## src/rtl/seq_pkg.sv

```systemverilog
// Shared definitions for the program-counter sequencer: FSM state
// encoding and the next-PC select codes reported by sel_proximo_pc.
package seq_pkg;

  typedef enum logic [1:0] {
    ST_IDLE = 2'd0,
    ST_RUN  = 2'd1,
    ST_HALT = 2'd2
  } seq_state_t;

  typedef enum logic [1:0] {
    SEL_SEQ = 2'd0,
    SEL_BR  = 2'd1,
    SEL_JMP = 2'd2,
    SEL_REG = 2'd3
  } seq_sel_t;

endpackage

```

## src/rtl/sequenciador_pc_if.sv

```systemverilog
// Control-unit <-> sequencer bundle. The master side is the control unit
// (decode flags, targets, register read data); the slave side is the
// sequencer. With SEQ_IRQ_EN defined the bundle also carries irq/irq_ack/reti.
interface sequenciador_pc_if #(
  parameter int ADDR_WIDTH = 13,
  parameter int DATA_WIDTH = 32
);

  logic                  start;
  logic                  stall;
  logic                  halt;
  logic                  branch;
  logic                  cond_ok;
  logic [ADDR_WIDTH-1:0] branch_target;
  logic                  jump;
  logic [ADDR_WIDTH-1:0] jump_addr;
  logic                  link;
  logic                  jalr;
  logic                  j_reg;
  logic [DATA_WIDTH-1:0] dado1;

  logic [ADDR_WIDTH-1:0] pc;
  logic [ADDR_WIDTH-1:0] link_addr;
  logic                  link_we;
  logic                  running;
  logic                  halted;

`ifdef SEQ_IRQ_EN
  logic                  irq;
  logic                  irq_ack;
  logic                  reti;

  modport master (
    output start, stall, halt, branch, cond_ok, branch_target,
           jump, jump_addr, link, jalr, j_reg, dado1, irq, reti,
    input  pc, link_addr, link_we, running, halted, irq_ack
  );

  modport slave (
    input  start, stall, halt, branch, cond_ok, branch_target,
           jump, jump_addr, link, jalr, j_reg, dado1, irq, reti,
    output pc, link_addr, link_we, running, halted, irq_ack
  );
`else
  modport master (
    output start, stall, halt, branch, cond_ok, branch_target,
           jump, jump_addr, link, jalr, j_reg, dado1,
    input  pc, link_addr, link_we, running, halted
  );

  modport slave (
    input  start, stall, halt, branch, cond_ok, branch_target,
           jump, jump_addr, link, jalr, j_reg, dado1,
    output pc, link_addr, link_we, running, halted
  );
`endif

endinterface

```

## src/rtl/sequenciador_pc_sel_proximo_pc.sv

```systemverilog
// Combinational next-PC priority selector. Register jumps (JR/JALR) win
// over immediate jumps, which win over taken branches; otherwise the PC
// advances by one and wraps at the top of the address space.
module sel_proximo_pc
  import seq_pkg::*;
#(
  parameter int ADDR_WIDTH = 13,
  parameter int DATA_WIDTH = 32
) (
  input  logic [ADDR_WIDTH-1:0] pc,
  input  logic                  branch,
  input  logic                  cond_ok,
  input  logic [ADDR_WIDTH-1:0] branch_target,
  input  logic                  jump,
  input  logic [ADDR_WIDTH-1:0] jump_addr,
  input  logic                  jalr,
  input  logic                  j_reg,
  input  logic [DATA_WIDTH-1:0] dado1,
  output logic [ADDR_WIDTH-1:0] pc_inc,
  output logic [ADDR_WIDTH-1:0] next_pc,
  output seq_sel_t              sel
);

  // Register bank words are wider than the address; the high bits of a
  // register jump target are simply dropped.
  logic unused_dado1_hi;
  assign unused_dado1_hi = ^dado1[DATA_WIDTH-1:ADDR_WIDTH];

  // Natural overflow of the fixed-width add gives the wrap to 0.
  assign pc_inc = pc + ADDR_WIDTH'(1);

  // Priority chain picking the fetch address for the next instruction.
  always_comb begin
    sel     = SEL_SEQ;
    next_pc = pc_inc;
    if (jalr || j_reg) begin
      sel     = SEL_REG;
      next_pc = dado1[ADDR_WIDTH-1:0];
    end else if (jump) begin
      sel     = SEL_JMP;
      next_pc = jump_addr;
    end else if (branch && cond_ok) begin
      sel     = SEL_BR;
      next_pc = branch_target;
    end
  end

endmodule

```

## src/rtl/sequenciador_pc.sv

```systemverilog
// Program-counter sequencer: owns the PC, runs the IDLE/RUN/HALT flow,
// and produces the JAL/JALR link value with a one-cycle write strobe.
// Optional feature macro: SEQ_IRQ_EN adds a single-level interrupt with
// an exception PC register, irq_ack strobe and reti return path.
module sequenciador_pc
  import seq_pkg::*;
#(
  parameter int                    ADDR_WIDTH = 13,
  parameter int                    DATA_WIDTH = 32,
  parameter logic [ADDR_WIDTH-1:0] RESET_PC   = '0,
  parameter logic [ADDR_WIDTH-1:0] IRQ_VECTOR = ADDR_WIDTH'(1)
) (
  input logic               clock,
  input logic               reset_n,
  sequenciador_pc_if.slave  bus
);

  seq_state_t            state_q;
  seq_state_t            state_d;
  logic                  advance;
  logic                  restart;

  logic [ADDR_WIDTH-1:0] pc_q;
  logic [ADDR_WIDTH-1:0] pc_d;
  logic [ADDR_WIDTH-1:0] pc_inc;
  logic [ADDR_WIDTH-1:0] next_pc;
  seq_sel_t              sel;
  logic [ADDR_WIDTH-1:0] link_addr_q;
  logic                  link_we_q;

  sel_proximo_pc #(
    .ADDR_WIDTH (ADDR_WIDTH),
    .DATA_WIDTH (DATA_WIDTH)
  ) u_sel (
    .pc            (pc_q),
    .branch        (bus.branch),
    .cond_ok       (bus.cond_ok),
    .branch_target (bus.branch_target),
    .jump          (bus.jump),
    .jump_addr     (bus.jump_addr),
    .jalr          (bus.jalr),
    .j_reg         (bus.j_reg),
    .dado1         (bus.dado1),
    .pc_inc        (pc_inc),
    .next_pc       (next_pc),
    .sel           (sel)
  );

  // The select code is informational for the core; the PC path only needs
  // the selected address.
  logic unused_sel;
  assign unused_sel = ^sel;

  // FSM state register.
  always_ff @(posedge clock or negedge reset_n) begin
    if (!reset_n) begin
      state_q <= ST_IDLE;
    end else begin
      state_q <= state_d;
    end
  end

  // Next state plus the two qualifiers the datapath acts on: advance (an
  // instruction retires this cycle) and restart (start from IDLE/HALT).
  // stall beats everything, and a halt retires without redirecting the PC.
  always_comb begin
    state_d = state_q;
    advance = 1'b0;
    restart = 1'b0;
    case (state_q)
      ST_IDLE: begin
        if (bus.start) begin
          state_d = ST_RUN;
          restart = 1'b1;
        end
      end
      ST_RUN: begin
        if (!bus.stall) begin
          if (bus.halt) begin
            state_d = ST_HALT;
          end else begin
            advance = 1'b1;
          end
        end
      end
      ST_HALT: begin
        if (bus.start) begin
          state_d = ST_RUN;
          restart = 1'b1;
        end
      end
      default: begin
        state_d = ST_IDLE;
      end
    endcase
  end

`ifdef SEQ_IRQ_EN
  logic [ADDR_WIDTH-1:0] epc_q;
  logic                  in_irq_q;
  logic                  irq_ack_q;
  logic                  take_irq;

  // Interrupt overlay on the selected address: reti returns to the saved
  // PC ahead of any jump; a new irq is masked while a handler is active.
  always_comb begin
    pc_d     = next_pc;
    take_irq = 1'b0;
    if (bus.reti) begin
      pc_d = epc_q;
    end else if (bus.irq && !in_irq_q) begin
      pc_d     = IRQ_VECTOR;
      take_irq = 1'b1;
    end
  end

  // Handler bookkeeping: epc keeps the address the instruction would
  // otherwise have continued at, and irq_ack pulses for one cycle.
  always_ff @(posedge clock or negedge reset_n) begin
    if (!reset_n) begin
      epc_q     <= '0;
      in_irq_q  <= 1'b0;
      irq_ack_q <= 1'b0;
    end else begin
      irq_ack_q <= 1'b0;
      if (advance) begin
        if (bus.reti) begin
          in_irq_q <= 1'b0;
        end else if (take_irq) begin
          epc_q     <= next_pc;
          in_irq_q  <= 1'b1;
          irq_ack_q <= 1'b1;
        end
      end
    end
  end

  assign bus.irq_ack = irq_ack_q;
`else
  logic [ADDR_WIDTH-1:0] unused_irq_vector;
  assign unused_irq_vector = IRQ_VECTOR;

  // Without interrupts the priority selector's choice is final.
  always_comb begin
    pc_d = next_pc;
  end
`endif

  // PC and link registers: restart reloads RESET_PC, a retiring
  // instruction loads the next address and optionally captures pc+1.
  always_ff @(posedge clock or negedge reset_n) begin
    if (!reset_n) begin
      pc_q        <= RESET_PC;
      link_addr_q <= '0;
      link_we_q   <= 1'b0;
    end else begin
      link_we_q <= 1'b0;
      if (restart) begin
        pc_q <= RESET_PC;
      end else if (advance) begin
        pc_q <= pc_d;
        if (bus.link) begin
          link_addr_q <= pc_inc;
          link_we_q   <= 1'b1;
        end
      end
    end
  end

  assign bus.pc        = pc_q;
  assign bus.link_addr = link_addr_q;
  assign bus.link_we   = link_we_q;
  assign bus.running   = (state_q == ST_RUN);
  assign bus.halted    = (state_q == ST_HALT);

endmodule

```

## src/flat_wrapper.sv

```systemverilog
// flat-port wrapper written by rule: the top's interface ports become plain ports
module sequenciador_pc_flat import seq_pkg::*;
#(
  parameter int                    ADDR_WIDTH = 13,
  parameter int                    DATA_WIDTH = 32,
  parameter logic [ADDR_WIDTH-1:0] RESET_PC   = '0,
  parameter logic [ADDR_WIDTH-1:0] IRQ_VECTOR = ADDR_WIDTH'(1)
)
  (clock, reset_n, bus_start, bus_stall, bus_halt, bus_branch, bus_cond_ok, bus_branch_target, bus_jump, bus_jump_addr, bus_link, bus_jalr, bus_j_reg, bus_dado1, bus_pc, bus_link_addr, bus_link_we, bus_running, bus_halted);
  sequenciador_pc_if #(.ADDR_WIDTH(ADDR_WIDTH), .DATA_WIDTH(DATA_WIDTH)) bus_i ();
  input logic clock;
  input logic reset_n;
  input wire logic [$bits(bus_i.start)-1:0] bus_start;
  input wire logic [$bits(bus_i.stall)-1:0] bus_stall;
  input wire logic [$bits(bus_i.halt)-1:0] bus_halt;
  input wire logic [$bits(bus_i.branch)-1:0] bus_branch;
  input wire logic [$bits(bus_i.cond_ok)-1:0] bus_cond_ok;
  input wire logic [$bits(bus_i.branch_target)-1:0] bus_branch_target;
  input wire logic [$bits(bus_i.jump)-1:0] bus_jump;
  input wire logic [$bits(bus_i.jump_addr)-1:0] bus_jump_addr;
  input wire logic [$bits(bus_i.link)-1:0] bus_link;
  input wire logic [$bits(bus_i.jalr)-1:0] bus_jalr;
  input wire logic [$bits(bus_i.j_reg)-1:0] bus_j_reg;
  input wire logic [$bits(bus_i.dado1)-1:0] bus_dado1;
  output wire logic [$bits(bus_i.pc)-1:0] bus_pc;
  output wire logic [$bits(bus_i.link_addr)-1:0] bus_link_addr;
  output wire logic [$bits(bus_i.link_we)-1:0] bus_link_we;
  output wire logic [$bits(bus_i.running)-1:0] bus_running;
  output wire logic [$bits(bus_i.halted)-1:0] bus_halted;
  assign bus_i.start = bus_start;
  assign bus_i.stall = bus_stall;
  assign bus_i.halt = bus_halt;
  assign bus_i.branch = bus_branch;
  assign bus_i.cond_ok = bus_cond_ok;
  assign bus_i.branch_target = bus_branch_target;
  assign bus_i.jump = bus_jump;
  assign bus_i.jump_addr = bus_jump_addr;
  assign bus_i.link = bus_link;
  assign bus_i.jalr = bus_jalr;
  assign bus_i.j_reg = bus_j_reg;
  assign bus_i.dado1 = bus_dado1;
  assign bus_pc = bus_i.pc;
  assign bus_link_addr = bus_i.link_addr;
  assign bus_link_we = bus_i.link_we;
  assign bus_running = bus_i.running;
  assign bus_halted = bus_i.halted;
  sequenciador_pc #(.ADDR_WIDTH(ADDR_WIDTH), .DATA_WIDTH(DATA_WIDTH), .RESET_PC(RESET_PC), .IRQ_VECTOR(IRQ_VECTOR)) u_core (.clock(clock), .reset_n(reset_n), .bus(bus_i));
endmodule
```

## config.mk

```make
export PLATFORM = sky130hd
export DESIGN_NAME = sequenciador_pc_flat
export DESIGN_NICKNAME = d
export VERILOG_FILES = /design/src/rtl/seq_pkg.sv /design/src/rtl/sequenciador_pc_if.sv /design/src/rtl/sequenciador_pc_sel_proximo_pc.sv /design/src/rtl/sequenciador_pc.sv /design/src/flat_wrapper.sv
export SDC_FILE = /design/constraint.sdc
export NUM_CORES = 1
export LEC_CHECK = 0
export CAP_MARGIN = 10
export CORE_ASPECT_RATIO = 1.2
export CORE_MARGIN = 2
export CORE_UTILIZATION = 60
export CTS_BUF_LIST = sky130_fd_sc_hd__clkbuf_4
export CTS_CLUSTER_DIAMETER = 30
export DETAILED_ROUTE_END_ITERATION = 10
export DONT_BUFFER_PORTS = 1
export GPL_TIMING_DRIVEN = 0
export HOLD_SLACK_MARGIN = 0.1
export PLACE_DENSITY = 0.76
export SLEW_MARGIN = 0
export SYNTH_ARGS = -nofsm -noshare
export SYNTH_HDL_FRONTEND = slang
export SYNTH_SLANG_ARGS = --single-unit
```

## constraint.sdc

```tcl
create_clock -name clock -period 4 [get_ports clock]
set_input_delay 0.6 -clock clock [delete_from_list [all_inputs] [get_ports clock]]
set_output_delay 0.6 -clock clock [all_outputs]
set_load 0.005 [all_outputs]
```

==> impl_metrics.ini <==
[outcome]
status = finished, final reports clean

[synth]
async_flop_share = 1.00
netlist_instances = 228
yosysWarnings = 0
synth_top_area_frac = 0.384
syn_avg_cell_area_um2 = 8.28
synthFlopType = dfrtp_1
netlist_top_cells_area = dfrtp_1 (38%), nand2_1 (7.0%), o21ai_0 (5.3%)
synth.distinct_cells = 44
yosys.area.top_type = dfrtp_1
ys_ff_latch = 29
syn-cell-area_mm2 = 0.00189
synthTopCellsByCount = nand2_1 (35), dfrtp_1 (29), o21ai_0 (20), nor2_1 (18), nand3_1 (12)
seq_area_frac_synth = 0.384
synth_nets = 298
yosysMostFrequentCell = nand2_1
synth_edf_count = 0

[die]
dieHeight_um = 65.5
initial_core_util = 0.624
pin_count = 98
core_region_area_mm2 = 0.00303
dieArea_mm2 = 0.00361
row_count = 22
die_x_um = 55.2

[place]
place.port_buffers = 0
globalplace.congestion = 0.913
pre_cts_slack_ps = 1940
dp_hpwl_um = 4030

[cells_and_area]
seqCellArea_um2 = 726
antenna_cells = 0
finalNetCount = 307
synthToLayoutAreaGrowth_pct = 6.89
multi_input_area_mm2 = 0.00106
drive_gt1_frac = 0.109
final.fill_count = 268

[worst_setup_path]
rr_worst_depth = 5
cp_max_fo = 10
crit_family = simple AND/OR/NAND/NOR gates
worstPathRequired_ps = 4200
crit_path_start_kind = register
critical_path_arrival_ps = 2020
r2r-start = u_core.state_q[1]
slowest_stage = nor4b_4
end_kind = register
crit_buf_inv = 1
ff2ff_setup_slack_ps = 2180
cp.depth = 5
r2r_end = u_core.bus.link_addr[0]
max_stage_delay_ps = 550
critical_path_class = register to register
path_cells = nor4b_4, nand2_2, clkbuf_1, nand2_1, o21ai_0

[cts]
clk_pin_slew_worst_paths_ps = 100
cts_tree = done
root_buffer = clkbuf_4
post_cts_resized = 0
worstSkewPairLatency_ps = 330
post_cts_buffers = 0
clockBufferDepth = 2
cts_hold_buf = 2
h-tree-depth = 2
cts_sinks = 29
numCtsBuffers = 5

[grt]
antenna_found_initial = 0
grt_start_max_net_pins = 30
grt_overflow = 0
grt_pass1_vias = 1867
grt_pass1_wl_um = 8940
grt_use_total = 0.313

[sta]
worst_slew_pin_slew_ps = 517
setup_viol = 0
final_hold_viol_count = 0
setup_tns_ps = 0
period_needed_ps = 1820
slew_violations = 0
fin_crit_sh = 0.455
rsz0062_at_grt = false
setup_slack_ps = 2180
worst_clock_skew_ps = 8.26
max_freq_mhz = 549
slew_headroom = 0.654

[route]
first_pass_iters = 4
via_per_inst = 6.85
routedWlPerCell_um = 19.2
totalWireLength_um = 5270
drc = 0
antenna_left = 0
num_vias = 1877
drt_iter0_markers = 112

[min_path]
hold_depth = 2
min-delay-path-class = primary input to register
whs_endpoint = u_core.state_q[0]
min-delay-start = bus_start

[job]
drv_cap = 0

[power_and_ir_drop]
p_per_area_mw_per_mm2 = 529
ir_worst_vdd_mv = 0.354
leakage_nw = 0.839
## cell type report
class,count,share of cell area
buffer,18,0.0415
clock buffer,6,0.0223
clock inverter,2,0.00496
inverter,4,0.00744
multi-input combinational,177,0.527
sequential,29,0.360
tap,36,0.0223
timing repair buffer,2,0.0149
## power breakdown
| group | internal (mW) | switching [mW] | total, mW |
|---|---|---|---|
| combinational | 0.148 | 0.201 | 0.349 |
| clock | 0.0736 | 0.108 | 0.182 |
| sequential | 0.406 | 0.132 | 0.538 |
## flip-flops by register name (all words and copies together) (netlist names)
signal                cells
u_core.bus.link_we        1
u_core.state_q            2
u_core.bus.link_addr     13
u_core.bus.pc            13
## logic make-up (layout without fill, tap and decap cells)
| kind of cell | after synthesis | in the layout | synth area share |
|---|---|---|---|
| multiplexers | 2 | 2 | 0.0113 |
| buffers and inverters | 22 | 32 | 0.0524 |
| flip-flops | 29 | 29 | 0.384 |
| XOR/XNOR | 5 | 5 | 0.0232 |
| AND/OR/NAND/NOR | 102 | 102 | 0.278 |
| AO/OA/AOI/OAI | 67 | 67 | 0.244 |
| adder cells (fa/ha/maj) | 1 | 1 | 0.00663 |
## layer usage
metal | up-vias | global-route usage | part of all wire
li1 | 868 | - | -
met3 | 6 | 0.0925 | 0.11
met5 | - | 0 | 0
met1 | 864 | 0.408 | 0.39
met2 | 139 | 0.501 | 0.48
met4 | 0 | 0.0976 | 0.011
## worst register-to-register path: cells and delay by family, from the launching register on
kind	cells	cell delay, ps
compound gates	1	80
flops	1	450
simple gates	3	900
buf+inv	1	270
## metrics by stage
stage               cells  total power [mW]  utilization  hold WS [ps]  area [um^2]
floorplan             228             0.772            -           304         1890
global placement      264             0.854        0.638           305         1930
detailed placement    264             0.876        0.638           305         1930
CTS                   274              1.06        0.667           418         2020
global route          274              1.14        0.667           436         2020
finish                274              1.07        0.667           426         2020
## cells in the final DEF (no fill, tap or decap), types with 6 or more instances in the layout
cell type	n
nand3_1	12
a21oi_1	7
clkbuf_4	6
dfrtp_1	29
nor3_1	6
o21ai_0	20
o31ai_1	10
nor2_1	18
clkbuf_1	7
nand2_1	35
buf_2	9
nor2b_1	6
## how the worst max path moves through the flow
stage | slack (ps) | from | to
3_3_place_gp | 1970 | bus_branch | u_core.bus.pc[8]
5_1_grt | 1970 | u_core.state_q[1] | u_core.bus.link_addr[6]
6_report | 2180 | u_core.state_q[1] | u_core.bus.link_addr[0]
4_1_cts | 2180 | u_core.state_q[1] | u_core.bus.link_addr[4]
2_1_floorplan | 2270 | bus_branch | u_core.bus.pc[7]
3_5_place_dp | 1940 | bus_branch | u_core.bus.pc[8]
Power figures use the tool's default switching activity.
